<file path="src/rtl/tgif_pkg.sv">
// Shared definitions for the TGIF round sequencer: FSM state encoding and
// default block geometry / termination constants.
package tgif_pkg;

  localparam int         WORDS      = 4;
  localparam int         MAX_ROUNDS = 64;
  localparam logic [5:0] LAST_CONST = 6'h1A;

  typedef enum logic [2:0] {
    ST_IDLE  = 3'd0,
    ST_LDKEY = 3'd1,
    ST_LDST  = 3'd2,
    ST_INIT  = 3'd3,
    ST_RUN   = 3'd4,
    ST_UNLD  = 3'd5,
    ST_DONE  = 3'd6,
    ST_FAIL  = 3'd7
  } state_e;

endpackage

</file>
<file path="src/rtl/tgif_beat_cnt.sv">
// Word-beat counter shared by the key load, state load and unload phases;
// wraps to zero on the beat that completes a block of WORDS words.
module tgif_beat_cnt
  import tgif_pkg::*;
#(
  parameter int WORDS = tgif_pkg::WORDS
) (
  input  logic clk,
  input  logic rst,
  input  logic i_en,
  output logic o_last
);

  localparam int            CW       = (WORDS > 1) ? $clog2(WORDS) : 1;
  localparam logic [CW-1:0] LAST_IDX = CW'(WORDS - 1);

  logic [CW-1:0] r_cnt;

  // beat counter, advanced once per completed handshake
  always_ff @(posedge clk) begin
    if (rst) begin
      r_cnt <= '0;
    end else if (i_en) begin
      if (r_cnt == LAST_IDX) begin
        r_cnt <= '0;
      end else begin
        r_cnt <= r_cnt + CW'(1);
      end
    end else begin
      r_cnt <= r_cnt;
    end
  end

  assign o_last = (r_cnt == LAST_IDX);

endmodule

</file>
<file path="src/rtl/tgif_round_seq.sv">
// Round sequencer for the TGIF 32-bit serial datapath: loads key/state words,
// runs rounds until the terminal round constant, then unloads the state.
module tgif_round_seq
  import tgif_pkg::*;
#(
  parameter int         WORDS      = tgif_pkg::WORDS,
  parameter logic [5:0] LAST_CONST = tgif_pkg::LAST_CONST,
  parameter int         MAX_ROUNDS = tgif_pkg::MAX_ROUNDS
) (
  input  logic       clk,
  input  logic       rst,
  input  logic       start,
  input  logic       key_new,
  input  logic       pdi_valid,
  output logic       pdi_ready,
  output logic       pdo_valid,
  input  logic       pdo_ready,
  input  logic [5:0] constant,
  output logic       srst,
  output logic       senc,
  output logic       sse,
  output logic       xrst,
  output logic       xenc,
  output logic       xse,
  output logic       erst,
  output logic       sl,
  output logic       correct_cnt,
  output logic       busy,
  output logic       done,
  output logic       fail
);

  localparam logic [6:0] RND_SAT  = 7'h7F;
  localparam logic [6:0] RND_LAST = 7'(MAX_ROUNDS - 1);

  state_e     r_state;
  state_e     w_next;
  logic [6:0] r_round;
  logic       w_beat;
  logic       w_last;

  tgif_beat_cnt #(.WORDS(WORDS)) u_beat (
    .clk    (clk),
    .rst    (rst),
    .i_en   (w_beat),
    .o_last (w_last)
  );

  // FSM state register
  always_ff @(posedge clk) begin
    if (rst) begin
      r_state <= ST_IDLE;
    end else begin
      r_state <= w_next;
    end
  end

  // round counter: cleared in INIT, saturating count of RUN cycles
  always_ff @(posedge clk) begin
    if (rst) begin
      r_round <= 7'd0;
    end else if (r_state == ST_INIT) begin
      r_round <= 7'd0;
    end else if ((r_state == ST_RUN) && (r_round != RND_SAT)) begin
      r_round <= r_round + 7'd1;
    end else begin
      r_round <= r_round;
    end
  end

  // next-state and strobe decode
  always_comb begin
    w_next      = r_state;
    w_beat      = 1'b0;
    pdi_ready   = 1'b0;
    pdo_valid   = 1'b0;
    srst        = 1'b0;
    senc        = 1'b0;
    sse         = 1'b0;
    xrst        = 1'b0;
    xenc        = 1'b0;
    xse         = 1'b0;
    erst        = 1'b0;
    sl          = 1'b0;
    correct_cnt = 1'b0;
    busy        = 1'b0;
    done        = 1'b0;
    fail        = 1'b0;
    case (r_state)
      ST_IDLE, ST_FAIL: begin
        fail = (r_state == ST_FAIL);
        if (start) begin
          srst   = 1'b1;
          xrst   = key_new;
          w_next = key_new ? ST_LDKEY : ST_LDST;
        end else begin
          w_next = r_state;
        end
      end
      ST_LDKEY: begin
        busy      = 1'b1;
        pdi_ready = 1'b1;
        if (pdi_valid) begin
          xse    = 1'b1;
          w_beat = 1'b1;
          w_next = w_last ? ST_LDST : ST_LDKEY;
        end else begin
          w_next = ST_LDKEY;
        end
      end
      ST_LDST: begin
        busy      = 1'b1;
        pdi_ready = 1'b1;
        sl        = 1'b1;
        if (pdi_valid) begin
          sse    = 1'b1;
          w_beat = 1'b1;
          w_next = w_last ? ST_INIT : ST_LDST;
        end else begin
          w_next = ST_LDST;
        end
      end
      ST_INIT: begin
        busy   = 1'b1;
        erst   = 1'b1;
        w_next = ST_RUN;
      end
      ST_RUN: begin
        busy = 1'b1;
        senc = 1'b1;
        xenc = 1'b1;
        // the terminal constant takes priority over the watchdog
        if (constant == LAST_CONST) begin
          correct_cnt = 1'b1;
          w_next      = ST_UNLD;
        end else if (r_round == RND_LAST) begin
          w_next = ST_FAIL;
        end else begin
          w_next = ST_RUN;
        end
      end
      ST_UNLD: begin
        busy      = 1'b1;
        pdo_valid = 1'b1;
        if (pdo_ready) begin
          sse    = 1'b1;
          w_beat = 1'b1;
          w_next = w_last ? ST_DONE : ST_UNLD;
        end else begin
          w_next = ST_UNLD;
        end
      end
      ST_DONE: begin
        busy   = 1'b1;
        done   = 1'b1;
        w_next = ST_IDLE;
      end
      default: begin
        w_next = ST_IDLE;
      end
    endcase
  end

endmodule
</file>
<file path="config.mk">
export PLATFORM = sky130hd
export DESIGN_NAME = tgif_round_seq
export DESIGN_NICKNAME = d
export VERILOG_FILES = /design/src/rtl/tgif_pkg.sv /design/src/rtl/tgif_beat_cnt.sv /design/src/rtl/tgif_round_seq.sv
export SDC_FILE = /design/constraint.sdc
export NUM_CORES = 1
export LEC_CHECK = 0
export CORE_MARGIN = 2
export CORE_UTILIZATION = 40
export CTS_CLUSTER_DIAMETER = 50
export DETAILED_ROUTE_END_ITERATION = 16
export GPL_TIMING_DRIVEN = 1
export PLACE_DENSITY = 0.78
export SYNTH_ARGS = -nofsm -noshare
export SYNTH_HDL_FRONTEND = slang
export SYNTH_SLANG_ARGS = --single-unit
</file>
<file path="constraint.sdc">
create_clock -name clk -period 2 [get_ports clk]
set_clock_uncertainty 0.2 [all_clocks]
set_input_delay 0.4 -clock clk [delete_from_list [all_inputs] [get_ports clk]]
set_output_delay 0.4 -clock clk [all_outputs]
set_load 0.01 [all_outputs]
</file>
==> results of run 1 <==
## through the flow
| step | TNS, ps | setup WS (ps) | std cells |
|---|---|---|---|
| after floorplan | 0 | 121 | 108 |
| after global placement | -1670 | -519 | 174 |
| after detailed placement | -1910 | -566 | 174 |
| after CTS | -189 | -165 | 179 |
| after global routing | -128 | -79.2 | 179 |
| final | -6.45 | -6.45 | 179 |
## synth_stat cells (2+ instances only)
master / number / area (um2)
o21ai_0: 3 / 15.0
ha_1: 2 / 25.0
nor2b_1: 2 / 12.5
mux2i_1: 4 / 40.0
nand4_1: 2 / 12.5
nand2b_1: 3 / 18.8
a21oi_1: 7 / 35.0
nor2_1: 16 / 60.1
buf_4: 2 / 15.0
inv_1: 4 / 15.0
or4_1: 2 / 15.0
dfxtp_1: 12 / 240
xnor2_1: 2 / 17.5
nand2_1: 14 / 52.6
clkbuf_1: 4 / 15.0
o22ai_1: 2 / 12.5
a31oi_1: 2 / 12.5
nand3_1: 2 / 10.0
## final cells by class
type                       instances  area [um2]  area share (%)
inverter                           4        15.0            1.15
sequential                        12         246            18.9
clock buffer                       4        36.3            2.78
multi-input combinational         86         587            45.0
tap                               27        33.8            2.59
timing repair buffer              46         385            29.6
## flip-flops by register name, summed over array words and instances, names as in the netlist
signal and flops:
r_state 3, r_round 7, u_beat.r_cnt 2
## routing by layer
layer  track usage, %  vias up
met4             4.29        0
met2             35.8       22
met3             2.15        4
li1                 -      476
met1             19.7      432
met5                0        -
## cell families (layout without fill, tap and decap cells)
| group | Yosys count | count (layout) |
|---|---|---|
| and+or+nand+nor | 55 | 55 |
| AOI/OAI and AO/OA | 23 | 23 |
| DFF | 12 | 12 |
| buffers and inverters | 10 | 54 |
| muxes | 4 | 4 |
| adders and majority gates | 2 | 2 |
| xor gates and xnor gates | 2 | 2 |
## power breakdown
group | total (uW) | switching, uW | internal [uW]
combinational | 443 | 203 | 239
clock | 194 | 83.4 | 111
sequential | 292 | 26.3 | 266
## worst min-delay path by stage
stage	startpoint	end	slack (ps)	cells after the start
2_1_floorplan	u_beat.r_cnt[1]	u_beat.r_cnt[1]	260	2
3_3_place_gp	r_round[1]	r_round[1]	280	2
3_5_place_dp	r_round[1]	r_round[1]	290	2
4_1_cts	r_round[1]	r_round[1]	310	2
5_1_grt	r_round[1]	r_round[1]	340	2
6_report	r_round[1]	r_round[1]	300	2
## repair_timing
item / 4_1_cts / 5_1_grt
setup endpoints to repair: 15 / 11
gates resized for setup: 36 / 22
endpoints found under the hold margin: 0 / 0
pin swaps: 2 / 6
setup buffers: 1 / 0
## tightest hold or removal path: stages (launching register included)
cell and delay [ps]:
dfxtp_1 340, nand2_1 70, a21oi_1 60
==> metrics.md, run 1 <==
| Metric | Value |
|---|---|
| CP cell instances | `buf_4 -> nor3_2 -> nor2_2 -> or2_4 -> inv_1 -> buf_2` |
| RR Startpoint | `r_state[2]` |
| Most common cell after layout, fill and taps aside | `buf_4` |
| Worst setup path endpoint | `xrst` |
| Hold slack | `305 ps` |
| Critical Path RT | `1400 ps` |
| Root Driver | `clkbuf_4` |
| Setup violations, final | `1` |
| Post-route cell area | `1300 um2` |
| Wire length on met3 | `73 um` |
| Simple-gate share of the synthesized area | `between 30% and 40%` |
| Final setup margin | `-6.45 ps` |
| Number of distinct library cells after synthesis | `41` |
| Hold crit path type | `flip-flop to flip-flop` |
| Core area | `1940 um2` |
| Layout Nets | `167` |
| Status | `finished with violations` |
| Register area share after synthesis | `between 20 and 30%` |
| Gr ovfl total | `0` |
| Hold_buf cts | `0` |
| Die Y-Extent | `49.3 um` |
| PortBufs | `25` |
| Synth Area in XOR/XNOR | `2.14%` |
| Share of cells above drive strength 1 | `between 30 and 40%` |
| Multiplexer share of the synthesized area | `a little under 5%` |
| Number of global-route vias before repair | `860` |
| Pin count of the biggest net entering global routing | `15` |
| Drc violations | `0` |
| Wire length of the first global-routing pass | `3530 um` |
| Worst Path Arrival | `1410 ps` |
| Leak | `0.000602 uW` |
| Violated checks | `negative setup slack` |
| Crit path kind | `flip-flop to output pin` |
| Initial Util | `a little over two fifths` |
| Antenna Cells | `0` |
| WL met2 | `~1200 um` |
| DRT Pass-1 Iters | `4` |
| Max layer used | `met4` |
| Final wirelength | `2300 um` |
| EDFF count, synth | `0` |
| Slew Viols, Final | `0` |
| Setup repair after global routing missed its margin | `yes` |
| Worst skew pair latency | `270 ps` |
| Per-cell routed wire length | `12.9 um` |
| Critical path's slowest cell | `dfxtp_4` |
| Placed cell area | `1220 um2` |
| CTS tree | `done` |
| HPWL after detailed placement | `1730 um` |
| Max clock buf depth | `2` |
| Row count | `16` |
| # IOs | `26` |
| Fmax | `498 MHz` |
| Tcrit/Tclk final | `100%` |
| Clock-pin slew on the worst setup and hold paths | `80 ps` |
| Post-synthesis compound-gate area fraction | `19.2%` |
| Crit. path cell count | `6` |
| Worst Setup SP | `r_state[2]` |
| Synth Register Bits | `12` |
| Crit path time final | `2010 ps` |
| Final Util | `between 60% and 70%` |
| Initial DRC count | `14` |
| Avg Cell Area, Syn | `around 7.6 um2` |
| Clock sink total | `12` |
| Post-Synthesis Cells | `around 110` |
| Avg Vias per Cell | `~5.2` |
| Max-Cap Viols | `0` |
| Synthesized cell area | `820 um2` |
| # fillers | `175` |
| H-tree depth | `1` |
| Gpl congestion | `0.774` |
| Most frequent cells in the layout | `buf_4, nor2_1, nand2_1, dfxtp_1, clkdlybuf4s50_1` |
| Post-synthesis adder-cell area fraction | `3.05%` |
| Worst-path fanout max | `4` |
| Syn. warnings | `0` |
| TritonCTS buffer count | `3` |
| Die Wd | `49.3 um` |
| Worst r2r path cells | `5` |
| Worst setup EP type | `output pin` |
| CP bufs+invs | `3` |
| VDD IR max | `about 0.46 mV` |
| Met1 WL | `~1000 um` |
| Die ar. | `2430 um2` |
| Initial antenna violation count | `0` |
| Worst-Margin Slew | `289 ps` |
| CP peak stage delay | `360 ps` |
| GRT Total Usage | `18.0%` |
| Power Total | `between 900 and 1000 uW` |
| Vias | `934` |
| Largest family of logic cells by synthesized area | `simple AND/OR/NAND/NOR gates` |
| Max_slew headroom | `80.6%` |
| PD cells | `712 nW/um2` |
| Final Hold Fails | `0` |
| Syn_nets | `122` |
| ANT nets after route | `0` |
| Predominant post-synthesis flop cell | `dfxtp_1` |
| Crit path max-delay family | `simple AND/OR/NAND/NOR gates` |
| Area Growth Syn to Fin | `59.1%` |
| Capture point of the worst reg-to-reg path | `r_round[5]` |
| Crit path launch type | `flip-flop` |
| Asr flop ratio synth | `0%` |
| Setup slack, reg-to-reg | `100 ps` |
Note: power is estimated with default switching activity, not from simulation.
==> inputs of run 2 (changes only) <==
Settings changed: CORE_UTILIZATION 40 to 45, PLACE_DENSITY 0.78 to 0.83.
Clock period 2 ns to 1.85 ns, I/O delays scaled along.
==> run 2 against run 1 <==
The flow still finishes with violations (negative setup slack); critical path depth unchanged; clock-buffer cell count unchanged; setup slack got worse by 200 ps; total power increased by 33%; final cell count rose by 3.4%; sequential share of layout area is 1.7 points lower; cell area increased by 12%; critical path type is now flip-flop to flip-flop; critical endpoint is now r_round[3].
==> metrics.md, run 2 (synthesis results as in run 1) <==
| Metric | Value |
|---|---|
| Most frequent cells in the layout | `buf_4, nor2_1, buf_6, nand2_1, dfxtp_1 (was buf_4, nor2_1, nand2_1, dfxtp_1, clkdlybuf4s50_1)` |
| DP Worst Slack | `-650 ps (was -566 ps)` |
| ANT nets after route | `0 (unchanged)` |
| Pin count of the biggest net entering global routing | `9 (was 15)` |
| Worst setup EP type | `flip-flop (was output pin)` |
| Hold path depth | `2 (unchanged)` |
| Worst setup path endpoint | `r_round[3] (was xrst)` |
| Drc violations | `0 (unchanged)` |
| Hold_buf cts | `0 (unchanged)` |
| Final setup margin | `-202 ps (was -6.45 ps)` |
| Violated checks | `negative setup slack (unchanged)` |
| Top reg by flops | `r_round (unchanged)` |
| Final wirelength | `3990 um (was 2300 um)` |
| PortBufs | `25 (unchanged)` |
| VDD IR max | `0.792 mV (was 0.460 mV)` |
| # fillers | `95 (was 175)` |
| Worst-path fanout max | `4 (unchanged)` |
| Root Driver | `clkbuf_4 (unchanged)` |
| Hold crit path type | `flip-flop to flip-flop (unchanged)` |
| RR Startpoint | `r_state[1] (was r_state[2])` |
| Slew Viols, Final | `0 (unchanged)` |
| Gpl congestion | `0.794 (was 0.774)` |
| Die ar. | `2180 um2 (was 2430 um2)` |
| TritonCTS buffer count | `3 (unchanged)` |
| Status | `finished with violations (unchanged)` |
| # IOs | `26 (unchanged)` |
| Tcrit/Tclk final | `111%` |
| Antenna Cells | `0 (unchanged)` |
| Power Total | `1240 uW (was 929 uW)` |
| Leak | `0.000659 uW (was 0.000602 uW)` |
| Area occupied by multi-input gates | `631 um2 (was 587 um2)` |
| Max_slew headroom | `73.7% (was 80.6%)` |
| Row count | `15 (was 16)` |
| Clock sink total | `12 (unchanged)` |
| Initial Util | `47.5% (was 42.2%)` |
| Worst Path Arrival | `2080 ps (was 1410 ps)` |
| Worst Setup SP | `r_state[1] (was r_state[2])` |
| Number of global-route vias before repair | `1021 (was 860)` |
| Core area | `1730 um2 (was 1940 um2)` |
| GRT Total Usage | `32.9% (was 18.0%)` |
| Setup slack, reg-to-reg | `-200 ps (was 100 ps)` |
| Fmax | `just under 500 MHz` |
| Max reg flops | `7 (unchanged)` |
| Most common cell after layout, fill and taps aside | `buf_4 (unchanged)` |
| Max-Cap Viols | `0 (unchanged)` |
| Capture point of the worst reg-to-reg path | `r_round[3] (was r_round[5])` |
| Worst skew pair latency | `280 ps (was 270 ps)` |
| Biggest regs | `r_round (7), r_state (3), u_beat.r_cnt (2) (unchanged)` |
| Setup repair after global routing missed its margin | `yes (unchanged)` |
| Share of cells above drive strength 1 | `44.4% (was 32.9%)` |
| Initial antenna violation count | `0 (unchanged)` |
| Layout Nets | `175 (was 167)` |
| Setup violations, final | `10 (was 1)` |
| FF+latch area | `251 um2 (was 246 um2)` |
| Crit path launch type | `flip-flop (unchanged)` |
| PD cells | `849 nW/um2 (was 712 nW/um2)` |
| Final Hold Fails | `0 (unchanged)` |
| Hold slack | `355 ps (was 305 ps)` |
| Max clock buf depth | `2 (unchanged)` |
| Worst-Margin Slew | `390 ps (was 289 ps)` |
| H-tree depth | `1 (unchanged)` |
| Avg Vias per Cell | `6.23 (was 5.22)` |
| Gr ovfl total | `0 (unchanged)` |
| CTS tree | `done (unchanged)` |
| Critical Path RT | `1880 ps (was 1400 ps)` |
| Crit path kind | `flip-flop to flip-flop (was flip-flop to output pin)` |
| Area Growth Syn to Fin | `77.9% (was 59.1%)` |
| Initial DRC count | `61 (was 14)` |
| Vias | `1152 (was 934)` |
| DRT Pass-1 Iters | `4 (unchanged)` |
| Setup TNS | `-1270 ps (was -6.45 ps)` |
| Crit path time final | `around 2000 ps` |
| Worst r2r path cells | `6 (was 5)` |
| HPWL after detailed placement | `1760 um (was 1730 um)` |
| Per-cell routed wire length | `21.6 um (was 12.9 um)` |
| Clock-pin slew on the worst setup and hold paths | `80 ps (about the same)` |
| Die Y-Extent | `46.7 um (was 49.3 um)` |
| Wire length of the first global-routing pass | `4870 um (was 3530 um)` |
| Final Util | `84.4% (was 67.1%)` |
| Die Wd | `46.7 um (was 49.3 um)` |
-- run 2: cell count changes in the layout (fill, tap and decap cells not counted), sizes merged --
| cell | delta |
|---|---|
| buf | +17 |
| dlygate4sd2 | -5 |
| clkbuf | -3 |
| clkdlybuf4s50 | -1 |
-- run 2: stage by stage --
stage / instance area, um2 / cells
CTS: 1400 / 184
global route: 1460 / 185
detailed placement: 1210 / 171
finish: 1460 / 185
floorplan: 823 / 108
global placement: 1210 / 171
-- run 2: critical path, cell delays in order (launching register included) --
cell and delay (ps):
dfxtp_4 370, buf_6 110, or3b_4 390, buf_6 140, a31o_4 220, or4_1 500, nand2_1 70
-- run 2: layout make-up --
type | count | share of cell area (%)
clock buffers | 4 | 2.49
inverters | 4 | 1.20
multi-input cells | 86 | 43.3
flip-flops and latches | 12 | 17.3
well taps | 25 | 2.15
repair buffers | 54 | 33.6
-- run 2: routing by layer --
| layer | share of wire [%] | global-route usage, % | vias to the layer above |
|---|---|---|---|
| met5 | 0 | 0 | - |
| met4 | 6.5 | 17.8 | 0 |
| met3 | 8.8 | 5.10 | 29 |
| met2 | 49 | 59.4 | 97 |
| met1 | 35 | 36.3 | 537 |
| li1 | - | - | 489 |
-- run 2: timing repair --
action	4_1_cts	5_1_grt
gates resized for setup	85	26
buffers inserted	9	4
pin swaps	8	10
endpoints found under the setup margin	16	20
-- run 2: worst min path at each step --
stage | from | end | slack, ps
final | u_beat.r_cnt[0] | u_beat.r_cnt[0] | 360
after global placement | r_round[1] | r_round[1] | 280
after CTS | u_beat.r_cnt[1] | u_beat.r_cnt[1] | 310
after global routing | r_round[1] | r_round[1] | 370
after detailed placement | u_beat.r_cnt[1] | u_beat.r_cnt[1] | 300
after floorplan | rst | r_state[0] | 240
-- run 2: report_power, final --
group,switching [uW],internal [uW],leakage (uW)
combinational,314,370,0.000539
sequential,44.2,290,0.0000995
clock,99.4,120,0.0000210
==> inputs of run 3 (changes only) <==
Settings changed: CORE_ASPECT_RATIO set to 0.7, CORE_UTILIZATION 45 to 25, PLACE_DENSITY 0.83 to 0.53.
==> run 3 against run 2 <==
The run still ends with negative setup slack left; sequential power down 4%; via count down 18%; global-route usage down 20 points; routed wire length down 41%; final cell count up 7.6%; total power down 14%; fmax up 6.8%; sequential cell count unchanged; register-to-register slack better by 130 ps; critical path type unchanged; cell area down 4.4%; setup slack better by 130 ps.
==> metrics.md, run 3 (synthesis results as in run 1) <==
| Metric | Value |
|---|---|
| Worst-Margin Slew | `243 ps (was 390 ps)` |
| Slew Viols, Final | `0 (unchanged)` |
| Die Wd | `72.4 um (was 46.7 um)` |
| Power Total | `1060 uW (was 1240 uW)` |
| Gpl congestion | `0.775 (was 0.794)` |
| Die ar. | `3760 um2 (was 2180 um2)` |
| Max clock buf depth | `2 (unchanged)` |
| Worst Path Arrival | `1900 ps (was 2080 ps)` |
| GRT Total Usage | `13.3% (was 32.9%)` |
| Max-Cap Viols | `0 (unchanged)` |
| Most common cell after layout, fill and taps aside | `buf_4 (unchanged)` |
| Max_slew headroom | `83.6% (was 73.7%)` |
| Per-cell routed wire length | `11.8 um (was 21.6 um)` |
| Tcrit/Tclk final | `104% (was 111%)` |
| Initial Util | `26.0% (was 47.5%)` |
| Violated checks | `negative setup slack (unchanged)` |
| Hold crit path type | `flip-flop to flip-flop (unchanged)` |
| TritonCTS buffer count | `3 (unchanged)` |
| CP bufs+invs | `1 (was 2)` |
| Net Switching | `347 uW (was 457 uW)` |
| CP peak stage delay | `470 ps (was 500 ps)` |
| Critical path's slowest cell | `or4_4 (was or4_1)` |
| Share of cells above drive strength 1 | `41.0% (was 44.4%)` |
| PD cells | `762 nW/um2 (was 849 nW/um2)` |
| Power share of the clock group | `21.6% (was 17.7%)` |
| Setup repair after global routing missed its margin | `yes (unchanged)` |
| Reg power frac | `30.2% (was 27.0%)` |
| Setup violations, final | `6 (was 10)` |
| Fmax | `520 MHz (was 487 MHz)` |
| Vias | `949 (was 1152)` |
| Area Growth Syn to Fin | `70.1% (was 77.9%)` |
| Clock sink total | `12 (unchanged)` |
| Crit path kind | `flip-flop to flip-flop (unchanged)` |
| # IOs | `26 (unchanged)` |
| Wire length of the first global-routing pass | `3860 um (was 4870 um)` |
| Worst-path fanout max | `5 (was 4)` |
| Crit path max-delay family | `simple AND/OR/NAND/NOR gates (unchanged)` |
| Worst skew pair latency | `240 ps (was 280 ps)` |
| Internal Pwr Total | `715 uW (was 780 uW)` |
| Setup TNS | `-281 ps (was -1270 ps)` |
| Worst setup EP type | `flip-flop (unchanged)` |
| Antenna Cells | `0 (unchanged)` |
| Clock-pin slew on the worst setup and hold paths | `50 ps (was 80 ps)` |
| ANT nets after route | `0 (unchanged)` |
| Max reg flops | `7 (unchanged)` |
| Area occupied by multi-input gates | `604 um2 (was 631 um2)` |
| Sw Ratio | `32.7% (was 37.0%)` |
| Number of global-route vias before repair | `862 (was 1021)` |
| Final wirelength | `2350 um (was 3990 um)` |
| Gate power share | `48.2% (was 55.3%)` |
| PortBufs | `25 (unchanged)` |
| Core area | `3150 um2 (was 1730 um2)` |
| CTS tree | `done (unchanged)` |
| Hold_buf cts | `0 (unchanged)` |
| HPWL after detailed placement | `1780 um (was 1760 um)` |
| Hold slack | `290 ps (was 355 ps)` |
| Leak | `0.000618 uW (was 0.000659 uW)` |
| DRT Pass-1 Iters | `4 (unchanged)` |
| VDD IR max | `0.271 mV (was 0.792 mV)` |
| # fillers | `312 (was 95)` |
| Die Y-Extent | `51.9 um (was 46.7 um)` |
| Final Hold Fails | `0 (unchanged)` |
| Biggest regs | `r_round (7), r_state (3), u_beat.r_cnt (2) (unchanged)` |
| H-tree depth | `1 (unchanged)` |
| FF+latch area | `246 um2 (was 251 um2)` |
| Pin count of the biggest net entering global routing | `12 (was 9)` |
| Critical Path RT | `1830 ps (was 1880 ps)` |
| Initial antenna violation count | `0 (unchanged)` |
| Status | `finished with violations (unchanged)` |
| # placed instances | `186 (was 171)` |
| Fin cells | `199 (was 185)` |
| Top reg by flops | `r_round (unchanged)` |
| Row count | `17 (was 15)` |
| Initial DRC count | `38 (was 61)` |
| Crit path time final | `1920 ps (was 2050 ps)` |
| Drc violations | `0 (unchanged)` |
| Crit path launch type | `flip-flop (unchanged)` |
| CP cell instances | `or3b_4 -> buf_6 -> a31o_4 -> or4_4 -> nand2_2 (was buf_6 -> or3b_4 -> buf_6 -> a31o_4 -> or4_1 -> nand2_1)` |
| Final Util | `44.3% (was 84.4%)` |
| Layout Nets | `177 (was 175)` |
| Gr ovfl total | `0 (unchanged)` |
| Final setup margin | `-71.4 ps (was -202 ps)` |
| Avg Vias per Cell | `4.77 (was 6.23)` |
| Most frequent cells in the layout | `buf_4, nor2_1, nand2_1, dfxtp_1 (was buf_4, nor2_1, buf_6, nand2_1, dfxtp_1)` |
| Root Driver | `clkbuf_8 (was clkbuf_4)` |
## run 3: layer usage
metal	vias to the layer above	GRT usage (%)	share of wire, %
met5	-	0	0
met4	0	1.85	0
met3	0	4.07	5.8
met2	30	20.3	42
met1	424	18.9	52
li1	495	-	-
## run 3: final cells by class
cell class | count | share of cell area, %
inverters | 4 | 1.08
clock buffers | 3 | 2.96
well taps | 38 | 3.41
flip-flops and latches | 12 | 17.7
repair buffers | 56 | 31.5
multi-input cells | 86 | 43.4
## run 3: power by group through the flow
stage	logic (uW)	registers, uW	clock network [uW]
after detailed placement	475	314	0
after floorplan	243	307	0
final	512	320	229
after global routing	560	323	251
after global placement	474	314	0
after CTS	506	317	237
## run 3: worst reg2reg max path, stage by stage, from the launching register on
cell and delay (ps):
dfxtp_4 370, or3b_4 420, buf_6 130, a31o_4 210
or4_4 470, nand2_2 60
## run 3: final timing paths
check | from | to | slack [ps] | depth (start not counted)
setup / recovery | r_state[2] | r_round[3] | -70 | 5
hold / removal | r_round[1] | r_round[1] | 290 | 2
setup reg to reg | r_state[2] | r_round[3] | -70 | 5
hold reg to reg | r_round[1] | r_round[1] | 290 | 2
## run 3: repair_timing
item | in CTS | in global routing
buffers inserted | 9 | 1
endpoints found under the setup margin | 16 | 14
pin swaps | 6 | 5
gates resized for setup | 65 | 15
## run 3: stage by stage
step,setup WS (ps),cell area [um2]
2_1_floorplan,49.8,823
3_3_place_gp,-595,1240
3_5_place_dp,-710,1240
4_1_cts,-72.9,1380
5_1_grt,-116,1390
6_report,-71.4,1390
